==> src/rtl/alu_arbiter_if.sv <==
// Request/response handshakes for two requesters plus the shared ALU operand/result bus.
// Carries no state; timing is set by the arbiter and the ALU attached to it.
// Flow control is valid/ready on each requester's request and response channels.
interface alu_arbiter_if;
    logic       req0_valid;
    logic       req0_ready;
    logic [7:0] req0_a;
    logic [7:0] req0_b;
    logic [3:0] req0_op;
    logic       rsp0_valid;
    logic       rsp0_ready;
    logic [7:0] rsp0_data;
    logic       rsp0_err;

    logic       req1_valid;
    logic       req1_ready;
    logic [7:0] req1_a;
    logic [7:0] req1_b;
    logic [3:0] req1_op;
    logic       rsp1_valid;
    logic       rsp1_ready;
    logic [7:0] rsp1_data;
    logic       rsp1_err;

    logic [7:0] alu_a;
    logic [7:0] alu_b;
    logic [3:0] alu_s;
    logic [7:0] alu_result;
    logic       busy;

    // Arbiter side
    modport slave (
        input  req0_valid, req0_a, req0_b, req0_op, rsp0_ready,
        input  req1_valid, req1_a, req1_b, req1_op, rsp1_ready,
        input  alu_result,
        output req0_ready, rsp0_valid, rsp0_data, rsp0_err,
        output req1_ready, rsp1_valid, rsp1_data, rsp1_err,
        output alu_a, alu_b, alu_s, busy
    );

    // Requesters and ALU side
    modport master (
        output req0_valid, req0_a, req0_b, req0_op, rsp0_ready,
        output req1_valid, req1_a, req1_b, req1_op, rsp1_ready,
        output alu_result,
        input  req0_ready, rsp0_valid, rsp0_data, rsp0_err,
        input  req1_ready, rsp1_valid, rsp1_data, rsp1_err,
        input  alu_a, alu_b, alu_s, busy
    );
endinterface

==> src/rtl/alu_arbiter.sv <==
// Round-robin sharing of one registered ALU between two requesters, one operation at a time.
// Latency: accept to response valid is 3 cycles (supported op) or 1 cycle (unsupported op).
// Backpressure: request ready only in IDLE; RESPOND holds until the granted port takes the result.
module alu_arbiter (
    input  logic         clk,
    input  logic         reset,
    alu_arbiter_if.slave bus
);

    typedef enum logic [1:0] {IDLE, ISSUE, CAPTURE, RESPOND} state_t;

    state_t     state;
    state_t     state_nxt;
    logic       rr;
    logic       gnt_id;
    logic       win;
    logic       any_valid;
    logic       accept;
    logic       win_unsup;
    logic       rdy0;
    logic       rdy1;
    logic [7:0] win_a;
    logic [7:0] win_b;
    logic [3:0] win_op;
    logic [7:0] alu_a_q;
    logic [7:0] alu_b_q;
    logic [3:0] alu_s_q;
    logic [7:0] data_q;
    logic       err_q;

    // Pick the winner: rr breaks ties, a lone requester always wins
    always_comb begin
        any_valid = bus.req0_valid | bus.req1_valid;
        win       = 1'b0;
        if (bus.req0_valid && bus.req1_valid) begin
            win = rr;
        end else if (bus.req1_valid) begin
            win = 1'b1;
        end
        win_a     = win ? bus.req1_a  : bus.req0_a;
        win_b     = win ? bus.req1_b  : bus.req0_b;
        win_op    = win ? bus.req1_op : bus.req0_op;
        // 0010 and 0100..0111 have no ALU function and are answered locally
        win_unsup = (win_op == 4'b0010) || (win_op[3:2] == 2'b01);
    end

    // Next state and request handshake
    always_comb begin
        state_nxt = state;
        accept    = 1'b0;
        rdy0      = 1'b0;
        rdy1      = 1'b0;
        case (state)
            IDLE: begin
                if (any_valid && !reset) begin
                    accept    = 1'b1;
                    rdy0      = ~win;
                    rdy1      = win;
                    state_nxt = win_unsup ? RESPOND : ISSUE;
                end
            end
            ISSUE:   state_nxt = CAPTURE;
            CAPTURE: state_nxt = RESPOND;
            RESPOND: begin
                if (gnt_id ? bus.rsp1_ready : bus.rsp0_ready) begin
                    state_nxt = IDLE;
                end
            end
            default: state_nxt = IDLE;
        endcase
    end

    // State register
    always_ff @(posedge clk) begin
        if (reset) begin
            state <= IDLE;
        end else begin
            state <= state_nxt;
        end
    end

    // Grant bookkeeping, ALU operand registers and response registers
    always_ff @(posedge clk) begin
        if (reset) begin
            rr      <= 1'b0;
            gnt_id  <= 1'b0;
            alu_a_q <= 8'h00;
            alu_b_q <= 8'h00;
            alu_s_q <= 4'h0;
            data_q  <= 8'h00;
            err_q   <= 1'b0;
        end else begin
            if (accept) begin
                gnt_id <= win;
                rr     <= ~win;
                err_q  <= win_unsup;
                if (win_unsup) begin
                    // ALU operands keep their previous value
                    data_q <= 8'h00;
                end else begin
                    alu_a_q <= win_a;
                    alu_b_q <= win_b;
                    alu_s_q <= win_op;
                end
            end
            if (state == CAPTURE) begin
                data_q <= bus.alu_result;
                err_q  <= 1'b0;
            end
        end
    end

    assign bus.req0_ready = rdy0;
    assign bus.req1_ready = rdy1;
    assign bus.rsp0_valid = (state == RESPOND) && !gnt_id;
    assign bus.rsp1_valid = (state == RESPOND) && gnt_id;
    assign bus.rsp0_data  = data_q;
    assign bus.rsp1_data  = data_q;
    assign bus.rsp0_err   = err_q;
    assign bus.rsp1_err   = err_q;
    assign bus.alu_a      = alu_a_q;
    assign bus.alu_b      = alu_b_q;
    assign bus.alu_s      = alu_s_q;
    assign bus.busy       = (state != IDLE);

endmodule
==> src/flat_wrapper.sv <==
// flat-port wrapper written by rule: the top's interface ports become plain ports
module alu_arbiter_flat 
  (clk, reset, bus_req0_valid, bus_req0_a, bus_req0_b, bus_req0_op, bus_rsp0_ready, bus_req1_valid, bus_req1_a, bus_req1_b, bus_req1_op, bus_rsp1_ready, bus_alu_result, bus_req0_ready, bus_rsp0_valid, bus_rsp0_data, bus_rsp0_err, bus_req1_ready, bus_rsp1_valid, bus_rsp1_data, bus_rsp1_err, bus_alu_a, bus_alu_b, bus_alu_s, bus_busy);
  alu_arbiter_if bus_i ();
  input  logic clk;
  input  logic reset;
  input wire logic [$bits(bus_i.req0_valid)-1:0] bus_req0_valid;
  input wire logic [$bits(bus_i.req0_a)-1:0] bus_req0_a;
  input wire logic [$bits(bus_i.req0_b)-1:0] bus_req0_b;
  input wire logic [$bits(bus_i.req0_op)-1:0] bus_req0_op;
  input wire logic [$bits(bus_i.rsp0_ready)-1:0] bus_rsp0_ready;
  input wire logic [$bits(bus_i.req1_valid)-1:0] bus_req1_valid;
  input wire logic [$bits(bus_i.req1_a)-1:0] bus_req1_a;
  input wire logic [$bits(bus_i.req1_b)-1:0] bus_req1_b;
  input wire logic [$bits(bus_i.req1_op)-1:0] bus_req1_op;
  input wire logic [$bits(bus_i.rsp1_ready)-1:0] bus_rsp1_ready;
  input wire logic [$bits(bus_i.alu_result)-1:0] bus_alu_result;
  output wire logic [$bits(bus_i.req0_ready)-1:0] bus_req0_ready;
  output wire logic [$bits(bus_i.rsp0_valid)-1:0] bus_rsp0_valid;
  output wire logic [$bits(bus_i.rsp0_data)-1:0] bus_rsp0_data;
  output wire logic [$bits(bus_i.rsp0_err)-1:0] bus_rsp0_err;
  output wire logic [$bits(bus_i.req1_ready)-1:0] bus_req1_ready;
  output wire logic [$bits(bus_i.rsp1_valid)-1:0] bus_rsp1_valid;
  output wire logic [$bits(bus_i.rsp1_data)-1:0] bus_rsp1_data;
  output wire logic [$bits(bus_i.rsp1_err)-1:0] bus_rsp1_err;
  output wire logic [$bits(bus_i.alu_a)-1:0] bus_alu_a;
  output wire logic [$bits(bus_i.alu_b)-1:0] bus_alu_b;
  output wire logic [$bits(bus_i.alu_s)-1:0] bus_alu_s;
  output wire logic [$bits(bus_i.busy)-1:0] bus_busy;
  assign bus_i.req0_valid = bus_req0_valid;
  assign bus_i.req0_a = bus_req0_a;
  assign bus_i.req0_b = bus_req0_b;
  assign bus_i.req0_op = bus_req0_op;
  assign bus_i.rsp0_ready = bus_rsp0_ready;
  assign bus_i.req1_valid = bus_req1_valid;
  assign bus_i.req1_a = bus_req1_a;
  assign bus_i.req1_b = bus_req1_b;
  assign bus_i.req1_op = bus_req1_op;
  assign bus_i.rsp1_ready = bus_rsp1_ready;
  assign bus_i.alu_result = bus_alu_result;
  assign bus_req0_ready = bus_i.req0_ready;
  assign bus_rsp0_valid = bus_i.rsp0_valid;
  assign bus_rsp0_data = bus_i.rsp0_data;
  assign bus_rsp0_err = bus_i.rsp0_err;
  assign bus_req1_ready = bus_i.req1_ready;
  assign bus_rsp1_valid = bus_i.rsp1_valid;
  assign bus_rsp1_data = bus_i.rsp1_data;
  assign bus_rsp1_err = bus_i.rsp1_err;
  assign bus_alu_a = bus_i.alu_a;
  assign bus_alu_b = bus_i.alu_b;
  assign bus_alu_s = bus_i.alu_s;
  assign bus_busy = bus_i.busy;
  alu_arbiter u_core (.clk(clk), .reset(reset), .bus(bus_i));
endmodule
==> config.mk <==
export PLATFORM = sky130hd
export DESIGN_NAME = alu_arbiter_flat
export DESIGN_NICKNAME = d
export VERILOG_FILES = /design/src/rtl/alu_arbiter_if.sv /design/src/rtl/alu_arbiter.sv /design/src/flat_wrapper.sv
export SDC_FILE = /design/constraint.sdc
export NUM_CORES = 1
export LEC_CHECK = 0
export CAP_MARGIN = 20
export CORE_ASPECT_RATIO = 0.75
export CORE_UTILIZATION = 35
export CTS_CLUSTER_DIAMETER = 120
export CTS_CLUSTER_SIZE = 10
export DETAILED_ROUTE_END_ITERATION = 8
export HOLD_SLACK_MARGIN = 0.05
export PLACE_DENSITY = 0.77
export SLEW_MARGIN = 25
export SYNTH_ARGS = -nofsm -noshare
export SYNTH_HDL_FRONTEND = slang
export SYNTH_SLANG_ARGS = --single-unit
==> constraint.sdc <==
create_clock -name clk -period 1.7 [get_ports clk]
set_input_delay 0.425 -clock clk [delete_from_list [all_inputs] [get_ports clk]]
set_output_delay 0.425 -clock clk [all_outputs]
set_load 0.02 [all_outputs]
==> results of run 1 <==
==> power by group <==
group	internal, µW	switching [µW]	leakage [µW]
sequential	926	93.7	0.000270
clock	478	275	0.0000585
combinational	887	809	0.00139
==> layout make-up <==
class                      count  area share
clock inverter                 1    0.009302
clock buffer                   7     0.02674
tap                           57     0.02209
multi-input combinational    127      0.3233
inverter                       6    0.007752
timing repair buffer         136      0.4050
sequential                    33      0.2058
==> kinds of logic after synthesis <==
group / share of synthesized area
flip-flops: 0.3771
AO/OA/AOI/OAI: 0.2700
adder cells (fa/ha/maj): 0.02143
buffers and inverters: 0.08071
AND/OR/NAND/NOR: 0.1193
multiplexers: 0.1314
==> cell usage in the layout (no fill, tap or decap), types with 3 or more instances in the layout <==
master	synthesis	routed
a32o_1	8	8
nor2_1	7	5
inv_2	0	4
nor2b_4	0	3
o211ai_1	16	16
dlymetal6s2s_1	0	19
buf_4	9	36
buf_2	2	3
mux2i_1	23	23
dfxtp_2	0	3
a21oi_1	3	3
nand2_1	23	22
clkbuf_8	0	6
buf_6	1	7
clkdlybuf4s50_1	0	61
dfxtp_1	33	30
a21o_1	16	16
dlygate4sd2_1	0	8
==> routing by layer <==
layer	track usage	vias up	routed length [µm]
li1	-	919	-
met1	0.2802	894	2602
met2	0.3262	44	2693
met3	0.04456	6	213
met4	0.05085	0	47
met5	0	-	0
==> through the flow <==
stage | worst slack [ps] | hold WS [ps] | cells | total power [µW] | setup TNS [ps]
floorplan | 0.5856 | 464.6 | 186 | 1816 | 0
global placement | -720.7 | 443.6 | 357 | 2538 | -17160
detailed placement | -723.7 | 454.1 | 357 | 2564 | -18380
CTS | -18.47 | 464.4 | 365 | 3390 | -18.47
global route | -71.65 | 478.5 | 367 | 3654 | -180.7
finish | -24.00 | 459.9 | 367 | 3468 | -24.00
==> state kept, by name (all words and copies together) (netlist names) <==
signal                flops
u_core.bus.alu_a          8
u_core.bus.alu_b          8
u_core.bus.rsp0_data      8
u_core.bus.alu_s          4
u_core.state              2
u_core.bus.rsp0_err       1
u_core.gnt_id             1
u_core.rr                 1
==> final timing paths <==
check | start | endpoint | cells past startpoint
setup / recovery | u_core.state[0] | bus_req0_ready | 6
hold / removal | u_core.bus.alu_b[6] | u_core.bus.alu_b[6] | 2
setup reg to reg | u_core.rr | u_core.bus.alu_s[2] | 6
hold reg to reg | u_core.bus.alu_b[6] | u_core.bus.alu_b[6] | 2
==> critical path, cell delays in order (launching register included) <==
cell and delay, ps:
dfxtp_2 330, inv_2 70, ha_4 140, inv_4 50
or2_4 240, nor2_4 80, buf_6 120
==> synthesized netlist by cell type (2+ instances only) <==
library cell / instances
dfxtp_1: 33
mux2i_1: 23
nand2_1: 23
a21o_1: 16
o211ai_1: 16
buf_4: 9
a32o_1: 8
nor2_1: 7
clkbuf_1: 6
inv_1: 6
nor2b_1: 5
a21oi_1: 3
ha_1: 3
a211oi_1: 2
buf_1: 2
buf_2: 2
nand3_1: 2
o2111ai_1: 2
o21ai_0: 2
==> what timing repair did <==
item	4_1_cts	5_1_grt
buffers inserted	1	2
resized for setup	64	29
pin swaps	6	2
setup endpoints to repair	38	33
==> impl_results.md, run 1 <==
* Cells after Synth at 186
* ANT nets after route at 0
* Post-layout min period at 1724 ps
* DR pass1 iterations at 4
* Fin. max-slew vios at 0
* Fill cells at 358
* FF+latch area at 664.4 µm²
* Post-synth top area share at 0.3771
* R2r setup slk at 20 ps
* Final WL at 5556 µm
* Crit Path Category: reg2out
* Critical path startpoint category: register
* Critical Path End Type: output pin
* Seq/Total Area, Yosys at 0.3771
* DRC errors left at 0
* Diode count at 0
* Hold crit path type: reg2reg
* Mapped cell area at 1752 µm²
* Syn_area_per_cell at 9.418 µm²
* Slew headroom at 0.5908
* Via count of the routed design at 1863
* Violated checks: setup timing
* Post-synth ARST share at 0
* Max Freq at 580.0 MHz
* Layout Nets at 366
* Insertion delay to the later sink of the worst-skew pair at 280 ps
* Worst setup margin at -24.00 ps
* Vert. Die Dim at 63.27 µm
* Die W at 83.69 µm
* Global-route wire length before repair at 8756 µm
* Layout cells sized above 1 at 0.2581
* Wire length per cell at 15.14 µm
* Synth Warn # at 0
* IO Pins at 97
* Placer Congestion at 0.7700
* CTS tree: built
* Max Buffers Root-to-Sink at 2
* Unique masters post-synth at 35
* Grt total ovfl at 0
* Core area at 4624 µm²
* Row count at 21
* Worst VDD drop at 0.5976 mV
* Net Count, Synth at 243
* Synth Register Bits at 33
* Die area at 5295 µm²
* Leakage power at 0.001719 µW
* Starting Density at 0.3788
* Final setup skew at 5.652 ps
* DR iter-0 viols at 72
* Worst Path Required at 1270 ps
* Outcome: finished, violations left
* Ys flop type: dfxtp_1
* Ranking of synthesized cells by area: dfxtp_1, mux2i_1, a21o_1, o211ai_1, nand2_1
* CTS hold repair buffers at 0
* Power per Cell Area at 1074 nW/µm²
* Post-synth top area cell: dfxtp_1
* Worst slew pin tran at 612.5 ps
* Clock slew at reported path FFs at 70 ps
* Root Buffer: clkbuf_8
* DP Wirelength at 4006 µm
* Worst EP arrival at 1300 ps
* Largest net degree at the start of global routing at 36
* DR vias/cell at 5.076
* Input/output buffers at 96
* H-tree levels at 2
* Multi-input gate area at 1044 µm²
* Final cycle utilization of the critical path at 1.014
* Initial antenna violation count at 0
* Fin. Hold Viols at 0
* Final core occ at 0.6981
* Clock sink count at 33
* Setup Viol. Count Final at 1
* Vias in the first global route at 1809
* CTS Buf Count at 5
* EDFF count, synth at 0
* Layout area overhead at 84.29%
* Overall Global Routing Usage at 0.2042
* RSZ-0062 raised after global routing: yes
* CP max FO at 3
* Final instance area at 3228 µm²
* Placement Cell Area at 2978 µm²
* Max cap viols at 0
Note: power is estimated with default switching activity, not from simulation.
==> inputs of run 2 (changes only) <==
Settings changed: RECOVER_POWER from default to 100.
==> results of run 2 <==
Final layout, timing and power as in run 1 (identical DEF).
==> inputs of run 3 (changes only) <==
Settings changed: CTS_CLUSTER_DIAMETER 120 to default.
==> results of run 3 <==
Final layout, timing and power as in run 1 (identical DEF).
